## src/rtl/estagio_ula_pkg.sv

```systemverilog
// Shared encodings for the NCL-style ALU stage: operation codes, dual-rail flag codes, handshake states.
// Latency: none (declarations only).
// Backpressure: none (declarations only).
package estagio_ula_pkg;

  // Operation codes; OPR_NULL marks the NULL wavefront on the operand bus
  localparam logic [1:0] OPR_NULL = 2'b00;
  localparam logic [1:0] OPR_ADD  = 2'b01;
  localparam logic [1:0] OPR_SUB  = 2'b10;
  localparam logic [1:0] OPR_AND  = 2'b11;

  // Dual-rail flag codes; 2'b11 is illegal and never driven
  localparam logic [1:0] DR_NULL  = 2'b00;
  localparam logic [1:0] DR_FALSE = 2'b01;
  localparam logic [1:0] DR_TRUE  = 2'b10;

  // Handshake state: which wavefront the output register currently holds
  typedef enum logic {
    S_NULL = 1'b0,
    S_DATA = 1'b1
  } state_t;

  // Status flags as carried on the output, all dual-rail
  typedef struct packed {
    logic [1:0] of;
    logic [1:0] neg;
    logic [1:0] zero;
  } flags_t;

  // Single-rail boolean to dual-rail DATA code
  function automatic logic [1:0] to_dual_rail(input logic t);
    return t ? DR_TRUE : DR_FALSE;
  endfunction

endpackage

```

## src/rtl/estagio_ula_pipe_ula_core.sv

```systemverilog
// Combinational ALU: add/sub/and with single-rail signed-overflow, negative and zero flags.
// Latency: 0 cycles (pure combinational).
// Backpressure: none; the enclosing stage decides when the result is captured.
module ula_core
  import estagio_ula_pkg::*;
#(
  parameter int WIDTH = 8
) (
  input  logic [WIDTH-1:0] a,
  input  logic [WIDTH-1:0] b,
  input  logic [1:0]       opr,
  output logic [WIDTH-1:0] res,
  output logic             of,
  output logic             neg,
  output logic             zero
);

  // Result and overflow per operation; carry/borrow out of the MSB is dropped
  always_comb begin
    res = '0;
    of  = 1'b0;
    case (opr)
      OPR_ADD: begin
        res = a + b;
        // same-sign operands producing a result of the other sign
        of  = (a[WIDTH-1] == b[WIDTH-1]) && (res[WIDTH-1] != a[WIDTH-1]);
      end
      OPR_SUB: begin
        res = a - b;
        // opposite-sign operands where the result sign departs from a
        of  = (a[WIDTH-1] != b[WIDTH-1]) && (res[WIDTH-1] != a[WIDTH-1]);
      end
      OPR_AND: begin
        res = a & b;
        of  = 1'b0;
      end
      default: begin
        res = '0;
        of  = 1'b0;
      end
    endcase
  end

  assign neg  = res[WIDTH-1];
  assign zero = (res == '0);

endmodule

```

## src/rtl/estagio_ula_pipe.sv

```systemverilog
// ALU pipeline stage emulating the NCL four-phase DATA/NULL handshake with dual-rail status flags.
// Latency: 1 cycle from accepted DATA (or NULL) wavefront to registered outputs.
// Backpressure: DATA is captured only while ack_in=0, NULL only while ack_in=1; otherwise outputs hold.
module estagio_ula_pipe
  import estagio_ula_pkg::*;
#(
  parameter int WIDTH = 8
) (
  input  logic             clk,
  input  logic             rst,
  input  logic [WIDTH-1:0] a,
  input  logic [WIDTH-1:0] b,
  input  logic [1:0]       opr,
  input  logic             ack_in,
  output logic [WIDTH-1:0] soma,
  output logic [1:0]       of,
  output logic [1:0]       neg,
  output logic [1:0]       zero,
  output logic             ack_out
);

  state_t           state;
  state_t           state_nxt;
  logic [WIDTH-1:0] res_raw;
  logic             of_raw;
  logic             neg_raw;
  logic             zero_raw;
  logic [WIDTH-1:0] soma_nxt;
  flags_t           flags;
  flags_t           flags_nxt;
  logic             in_data;

  // The wavefront type is carried by opr alone
  assign in_data = (opr != OPR_NULL);

  ula_core #(
    .WIDTH (WIDTH)
  ) u_ula_core (
    .a    (a),
    .b    (b),
    .opr  (opr),
    .res  (res_raw),
    .of   (of_raw),
    .neg  (neg_raw),
    .zero (zero_raw)
  );

  // Next-state and next-output selection: capture DATA, clear to NULL, or hold
  always_comb begin
    state_nxt = state;
    soma_nxt  = soma;
    flags_nxt = flags;
    case (state)
      S_NULL: begin
        if (in_data && !ack_in) begin
          state_nxt      = S_DATA;
          soma_nxt       = res_raw;
          flags_nxt.of   = to_dual_rail(of_raw);
          flags_nxt.neg  = to_dual_rail(neg_raw);
          flags_nxt.zero = to_dual_rail(zero_raw);
        end
      end
      S_DATA: begin
        if (!in_data && ack_in) begin
          state_nxt      = S_NULL;
          soma_nxt       = '0;
          flags_nxt.of   = DR_NULL;
          flags_nxt.neg  = DR_NULL;
          flags_nxt.zero = DR_NULL;
        end
      end
      default: begin
        state_nxt = S_NULL;
      end
    endcase
  end

  // Output register; reset forces the NULL wavefront from any state
  always_ff @(posedge clk) begin
    if (rst) begin
      state <= S_NULL;
      soma  <= '0;
      flags <= '{of: DR_NULL, neg: DR_NULL, zero: DR_NULL};
    end else begin
      state <= state_nxt;
      soma  <= soma_nxt;
      flags <= flags_nxt;
    end
  end

  assign of      = flags.of;
  assign neg     = flags.neg;
  assign zero    = flags.zero;
  assign ack_out = (state == S_DATA);

endmodule

```

## config.mk

```make
export PLATFORM = sky130hd
export DESIGN_NAME = estagio_ula_pipe
export DESIGN_NICKNAME = d
export VERILOG_FILES = /design/src/rtl/estagio_ula_pkg.sv /design/src/rtl/estagio_ula_pipe_ula_core.sv /design/src/rtl/estagio_ula_pipe.sv
export SDC_FILE = /design/constraint.sdc
export NUM_CORES = 1
export LEC_CHECK = 0
export ABC_AREA = 1
export CAP_MARGIN = 5
export CORE_MARGIN = 1.5
export CORE_UTILIZATION = 55
export CTS_BUF_LIST = sky130_fd_sc_hd__clkbuf_4
export CTS_CLUSTER_SIZE = 40
export DETAILED_ROUTE_END_ITERATION = 6
export HOLD_SLACK_MARGIN = 0.02
export PLACE_DENSITY = 0.95
export SLEW_MARGIN = 5
export SYNTH_ARGS = -nofsm -noshare
export SYNTH_HDL_FRONTEND = slang
export SYNTH_SLANG_ARGS = --single-unit
export TNS_END_PERCENT = 10
```

## constraint.sdc

```tcl
create_clock -name clk -period 3.75 [get_ports clk]
set_input_delay 0.75 -clock clk [delete_from_list [all_inputs] [get_ports clk]]
set_output_delay 0.75 -clock clk [all_outputs]
set_load 0.03 [all_outputs]
```

==> impl_metrics.py, run 1 <==
metrics = {
    "clock_tree": {
        "cts_setup_buffers": 0,
        "root_buffer": "sky130_fd_sc_hd__clkbuf_4",
        "post_cts_hold_buffer_count": 0,
        "cts_inserted_buffers": 3,
        "cts.path.max_buffers": 2,
        "tritoncts_clock_tree": "built",
        "clock_latency_late_sink_ns": 0.27,
        "postCtsResizedCells": 0,
        "cts.clk_slew.worst_paths_ns": 0.08,
        "clock_tree.htree_level_count": 1,
        "number_of_sinks_handled_by_clock_tree_synthesis": 14,
    },
    "setup_path": {
        "crit_required_ns": 3.93,
        "critical_path_class": "input pin to flip-flop",
        "critical_path.reg2reg.startpoint": "ack_out",
        "worstPathMaxFanout": 4,
        "setup.worst_path.end_class": "flip-flop",
        "r2r_cells": 6,
        "critical_path_arrival_ns": 2.83,
        "reg2reg_setup_slack_ns": 2.19,
        "regToRegEndpoint": "zero[0]",
        "cp-start-kind": "input pin",
    },
    "pwr": {
        "static-leakage-power_uw": 0.000946,
        "power_density_mw_per_mm2": 256,
        "worst_ir_drop_vdd_uv": 264,
    },
    "worst_hold_path": {
        "hold-path-endpoint": "of[1]",
        "timing.hold.worst.start": "of[1]",
        "min_path_type": "flip-flop to flip-flop",
        "worstHoldPathCells": 2,
    },
    "floorplanning": {
        "die_w_microns": 55.4,
        "dieHeight_microns": 55.4,
        "fp.coreArea_sq_mm": 0.00254,
        "initial_utilization": 0.594,
        "floorplan.rows": 18,
        "die_area_sq_mm": 0.00307,
        "boundaryPins": 36,
    },
    "grt": {
        "grt_pass1_vias": 1425,
        "grt_start_max_net_pins": 17,
        "wire_length_of_the_first_global_routing_pass_microns": 5840,
        "grt_antenna_before_repair": 0,
        "grt-ovfl-total": 0,
        "grt_usage": 0.226,
    },
    "detailed_routing": {
        "route.detailed.wl_per_inst_microns": 10.7,
        "dr.pass1.iters": 4,
        "top_signal_layer_used": "met4",
        "detail_route.vias_per_cell": 5.25,
        "met3RoutedLength_microns": 125,
        "drtAntennaViolNets": 0,
        "drtIter0Drc": 88,
        "detail_route.wirelength_microns": 3260,
        "wl_met2_microns": 1540,
        "detail_route.drc_violations": 0,
        "met1Wirelength_microns": 1520,
        "routed-via-count": 1596,
    },
    "final_layout": {
        "diode_insertion_count_for_antenna_repair": 0,
        "final_design_area_no_fill_sq_mm": 0.00189,
        "final.fill_count": 206,
        "drive_above_1_share": 0.0438,
        "finish.net_count": 318,
        "layout-area-overhead-vs-synth_pct": 24.8,
    },
    "timing": {
        "setup_viol_count_final": 0,
        "fin_crit_sh": 0.707,
        "number_of_failing_hold_endpoints_at_the_final_stage": 0,
        "clock-skew-final_ns": 0.00459,
        "setup-tns-final_ns": 0,
        "worst_slew_margin_rel": 0.538,
        "final_max_slew_viol_count": 0,
        "tightestPinTransition_ns": 0.693,
        "min_period_ns": 2.65,
        "rsz0062_at_grt": "false",
        "fmax_mhz": 377,
    },
    "placed_design": {
        "dpl_cell_area_sq_mm": 0.00186,
        "port_buffers": 35,
        "gpl.final_weighted_congestion": 0.855,
        "total_half_perimeter_wirelength_after_legalization_and_detailed_placement_microns": 2690,
    },
    "synth": {
        "syn-num-nets": 286,
        "synth_cells": 243,
        "netlist-cell-type-count": 25,
        "syn_avg_cell_area_sq_um": 6.22,
        "synth_seq_area_share": 0.185,
        "synth-warning-count": 0,
        "post_synth_instance_area_sq_mm": 0.00151,
        "yosys_register_bits": 14,
    },
    "status": {
        "outcome": "completed",
    },
    "run": {
        "max_cap_violations": 0,
    },
}
[where the power goes]
part	internal, uW	switching [uW]	leakage (uW)
Clock	38.5	45.9	0.0000154
Sequential	159	6.60	0.000115
Combinational	94.7	137	0.000816
Total	293	190	0.000946
[critical path, stage by stage]
cell and delay (ns):
sky130_fd_sc_hd__clkdlybuf4s50_1 0.45, sky130_fd_sc_hd__ha_1 0.27, sky130_fd_sc_hd__fa_1 0.45, sky130_fd_sc_hd__inv_1 0.08
sky130_fd_sc_hd__nand2_1 0.05, sky130_fd_sc_hd__nand3_1 0.08, sky130_fd_sc_hd__nand3_1 0.12, sky130_fd_sc_hd__nor2_1 0.11
sky130_fd_sc_hd__nand4_1 0.09, sky130_fd_sc_hd__nor2_1 0.09, sky130_fd_sc_hd__nand2_1 0.05, sky130_fd_sc_hd__nand2_1 0.07
sky130_fd_sc_hd__nand4_1 0.07, sky130_fd_sc_hd__nand2_1 0.06, sky130_fd_sc_hd__inv_1 0.03
[how the worst max path moves through the flow]
stage	slack, ns	cells past startpoint	from	to
2_1_floorplan	1.48	16	a[0]	zero[0]
3_3_place_gp	0.86	15	b[0]	zero[0]
3_5_place_dp	0.83	15	b[0]	zero[0]
4_1_cts	1.12	15	b[0]	zero[0]
5_1_grt	0.94	15	b[0]	zero[0]
6_report	1.10	15	b[0]	zero[0]
[cells in the mapped netlist]
cell,number,area share
sky130_fd_sc_hd__nand3_1,31,0.10
sky130_fd_sc_hd__dfxtp_1,14,0.19
sky130_fd_sc_hd__nand3_2,2,0.013
sky130_fd_sc_hd__fa_1,2,0.026
sky130_fd_sc_hd__nor2_1,17,0.042
sky130_fd_sc_hd__xor2_1,1,0.0058
sky130_fd_sc_hd__nand3b_1,1,0.0050
sky130_fd_sc_hd__buf_4,1,0.0050
sky130_fd_sc_hd__inv_2,1,0.0025
sky130_fd_sc_hd__buf_2,4,0.013
sky130_fd_sc_hd__nand2_1,70,0.17
sky130_fd_sc_hd__nor3_4,1,0.011
sky130_fd_sc_hd__ha_1,20,0.17
sky130_fd_sc_hd__or2_2,1,0.0041
sky130_fd_sc_hd__nand4_1,6,0.025
sky130_fd_sc_hd__o21ai_1,1,0.0033
sky130_fd_sc_hd__a21o_1,1,0.0050
sky130_fd_sc_hd__nand2_2,3,0.012
sky130_fd_sc_hd__o21bai_1,1,0.0050
sky130_fd_sc_hd__a21oi_1,19,0.063
sky130_fd_sc_hd__xnor2_1,1,0.0058
sky130_fd_sc_hd__o21ai_0,6,0.020
sky130_fd_sc_hd__inv_1,35,0.087
sky130_fd_sc_hd__a21oi_4,1,0.011
sky130_fd_sc_hd__clkbuf_1,3,0.0074
[cells by family (layout without fill, tap and decap cells)]
logic type | Yosys count | after routing | synth area share
XOR/XNOR | 2 | 2 | 0.0116
buffers and inverters | 44 | 75 | 0.115
AO/OA/AOI/OAI | 29 | 29 | 0.107
adder cells (fa/ha/maj) | 22 | 22 | 0.192
AND/OR/NAND/NOR | 132 | 132 | 0.389
flip-flops | 14 | 14 | 0.185
[state kept, by name, summed over array words and instances, names as in the netlist]
register and cells:
neg 1, ack_out 1, zero 2, of 2
soma 8
[cell type report]
type,count,area [sq um],share of cell area
clock inverters,1,3.75,0.00199
inverters,36,135,0.0716
well taps,30,37.5,0.0199
clock buffers,3,22.5,0.0119
multi-input cells,185,1060,0.560
flip-flops and latches,14,280,0.149
repair buffers,35,350,0.186
[through the flow]
step	instances	power (uW)	utilization	setup WS [ns]	hold WS, ns
floorplan	243	325	-	1.48	0.591
global placement	300	393	0.731	0.860	0.452
detailed placement	300	399	0.731	0.833	0.459
CTS	304	483	0.741	1.12	0.470
global route	304	522	0.741	0.940	0.496
finish	304	482	0.741	1.10	0.470
[cells in the final DEF, fill, tap and decap left out, drive strengths merged]
cell type      count
nand2             73
inv               36
clkdlybuf4s50     35
nand3             33
ha                20
a21oi             20
nor2              17
dfxtp             14
o21ai              7
nand4              6
clkbuf             3
fa                 2
nor3               1
o21bai             1
nand3b             1
or2                1
a21o               1
xnor2              1
xor2               1
clkinv             1
[per-layer routing]
metal	vias up	global-route usage
met1	692	0.300
met2	52	0.376
met4	0	0.0976
met3	10	0.0141
met5	-	0
li1	842	-
(Power assumes the default switching activity.)
==> run 2: changes to the inputs <==
--- a/config.mk
+++ b/config.mk
@@ -8,12 +8,12 @@
 export ABC_AREA = 1
 export CAP_MARGIN = 5
 export CORE_MARGIN = 1.5
-export CORE_UTILIZATION = 55
+export CORE_UTILIZATION = 52
 export CTS_BUF_LIST = sky130_fd_sc_hd__clkbuf_4
 export CTS_CLUSTER_SIZE = 40
 export DETAILED_ROUTE_END_ITERATION = 6
 export HOLD_SLACK_MARGIN = 0.02
-export PLACE_DENSITY = 0.95
+export PLACE_DENSITY = 0.93
 export SLEW_MARGIN = 5
 export SYNTH_ARGS = -nofsm -noshare
 export SYNTH_HDL_FRONTEND = slang
==> constraint.sdc (replaced) <==
create_clock -name clk -period 2.5 [get_ports clk]
set_input_delay 0.5 -clock clk [delete_from_list [all_inputs] [get_ports clk]]
set_output_delay 0.5 -clock clk [all_outputs]
set_load 0.03 [all_outputs]
==> impl_metrics.py, run 2 (synthesis results as in run 1) <==
metrics = {
    "placed_design": {
        "dp_cells": 319,
        "total_half_perimeter_wirelength_after_legalization_and_detailed_placement_microns": 2890,
        "gpl.final_weighted_congestion": 0.883,
        "port_buffers": 35,
    },
    "pwr": {
        "power_density_mw_per_mm2": 377,
        "static-leakage-power_uw": 0.00105,
        "worst_ir_drop_vdd_uv": 416,
        "power_uw": 767,
    },
    "floorplanning": {
        "boundaryPins": 36,
        "die_w_microns": 56.9,
        "fp.coreArea_sq_mm": 0.00276,
        "initial_utilization": 0.548,
        "floorplan.rows": 19,
        "dieHeight_microns": 56.9,
        "die_area_sq_mm": 0.00324,
    },
    "final_layout": {
        "final_cell_count_no_fill": 323,
        "largest_reg_flops": 8,
        "finish.net_count": 336,
        "layout-area-overhead-vs-synth_pct": 34.5,
        "mostFrequentLayoutCells": "sky130_fd_sc_hd__nand2_1 (70), sky130_fd_sc_hd__inv_1 (34), sky130_fd_sc_hd__clkdlybuf4s50_1 (33)",
        "max_flop_register": "soma",
        "drive_above_1_share": 0.113,
        "diode_insertion_count_for_antenna_repair": 0,
        "layout_commonest_cell": "sky130_fd_sc_hd__nand2_1",
    },
    "clock_tree": {
        "number_of_sinks_handled_by_clock_tree_synthesis": 14,
        "post_cts_hold_buffer_count": 0,
        "clock_tree.htree_level_count": 1,
        "cts_inserted_buffers": 3,
        "cts.path.max_buffers": 2,
        "cts.clk_slew.worst_paths_ns": 0.08,
        "tritoncts_clock_tree": "built",
        "clock_latency_late_sink_ns": 0.28,
        "root_buffer": "sky130_fd_sc_hd__clkbuf_4",
    },
    "setup_path": {
        "worstPathMaxFanout": 7,
        "critical_path_class": "input pin to flip-flop",
        "crit_required_ns": 2.69,
        "timing.critical_path.cells": "clkdlybuf4s50_1 -> inv_1 -> ha_1 -> inv_1 -> a21oi_1 -> nand3_1 -> nand3_1 -> nand3_1 -> nor2_1 -> nand2_1 -> nand2_1 -> nand4_1 -> nand2_1 -> inv_1",
        "crit_buf_inv": 4,
        "setup.worst_path.end_class": "flip-flop",
        "timing.critical_path.slowest_stage_cell": "sky130_fd_sc_hd__clkdlybuf4s50_1",
        "cp-start-kind": "input pin",
        "crit_path_max_incr_delay_ns": 0.48,
        "critical_path_arrival_ns": 2.56,
        "top_family_by_delay_on_critical_path": "simple AND/OR/NAND/NOR gates",
    },
    "timing": {
        "rsz0062_at_grt": "false",
        "worst_slew_margin_rel": 0.746,
        "tightestPinTransition_ns": 0.380,
        "fmax_mhz": 422,
        "fin_crit_sh": 0.947,
        "number_of_failing_hold_endpoints_at_the_final_stage": 0,
        "final_max_slew_viol_count": 0,
        "clock-skew-final_ns": 0.00410,
        "setup_viol_count_final": 0,
        "min_period_ns": 2.37,
    },
    "status": {
        "outcome": "completed",
    },
    "detailed_routing": {
        "dr.pass1.iters": 5,
        "drtAntennaViolNets": 0,
        "route.detailed.wl_per_inst_microns": 11.1,
        "detail_route.vias_per_cell": 5.35,
        "drtIter0Drc": 70,
        "routed-via-count": 1727,
        "detail_route.wirelength_microns": 3580,
        "detail_route.drc_violations": 0,
    },
    "grt": {
        "grt_pass1_vias": 1477,
        "grt_start_max_net_pins": 16,
        "grt_usage": 0.226,
        "wire_length_of_the_first_global_routing_pass_microns": 5920,
        "grt-ovfl-total": 0,
        "grt_antenna_before_repair": 0,
    },
    "run": {
        "max_cap_violations": 0,
    },
    "worst_hold_path": {
        "min_path_type": "flip-flop to flip-flop",
    },
}
## run 2: path summary, 6_finish.rpt
kind            from       to  slack [ns]  cells after the start
max reg2reg  ack_out  zero[0]        1.34                      7
min          soma[4]  soma[4]        0.46                      2
min reg2reg  soma[4]  soma[4]        0.46                      2
max             b[3]  zero[0]        0.13                     14
## run 2: what timing repair did
action	CTS	global route
resized for setup	0	5
setup buffers	0	0
endpoints found under the setup margin	0	2
hold endpoints to repair	0	0
## run 2: final cells by class
type,instances,area (sq um)
Multi-Input combinational cell,185,1060
Inverter,36,135
Timing Repair Buffer,53,490
Clock buffer,3,22.5
Sequential cell,14,280
Fill cell,240,724
Tap cell,31,38.8
Clock inverter,1,3.75
## run 2: report_power, final
group	internal, uW	leakage, uW	switching [uW]	total (uW)
combinational	172	0.000919	215	387
clock	58.1	0.0000154	73.2	131
sequential	239	0.000115	9.71	249
## run 2: per-stage QoR
stage	setup TNS (ns)	worst slack, ns	area [sq um]	hold WS (ns)	utilization
after global routing	0	0.0133	2030	0.489	0.737
final	0	0.133	2030	0.462	0.737
after detailed placement	-0.277	-0.153	2000	0.451	0.724
after global placement	-0.128	-0.0959	2000	0.447	0.724
after floorplan	0	0.478	1510	0.591	-
after CTS	0	0.120	2020	0.463	0.734
## run 2: worst register-to-register path, stage by stage, from the launching register on
cell and delay (ns):
sky130_fd_sc_hd__dfxtp_1 0.37, sky130_fd_sc_hd__nor3_4 0.18, sky130_fd_sc_hd__a21oi_1 0.06, sky130_fd_sc_hd__buf_4 0.17, sky130_fd_sc_hd__nand2_1 0.07, sky130_fd_sc_hd__nand4_1 0.10
sky130_fd_sc_hd__nand2_1 0.07, sky130_fd_sc_hd__inv_1 0.04
## run 2: routing by layer
layer / vias to the layer above / share of wire / track usage
met3: 10 / 0.066 / 0.0115
met5: - / 0 / 0
li1: 876 / - / -
met4: 0 / 0.022 / 0.0930
met2: 79 / 0.49 / 0.409
met1: 762 / 0.42 / 0.277
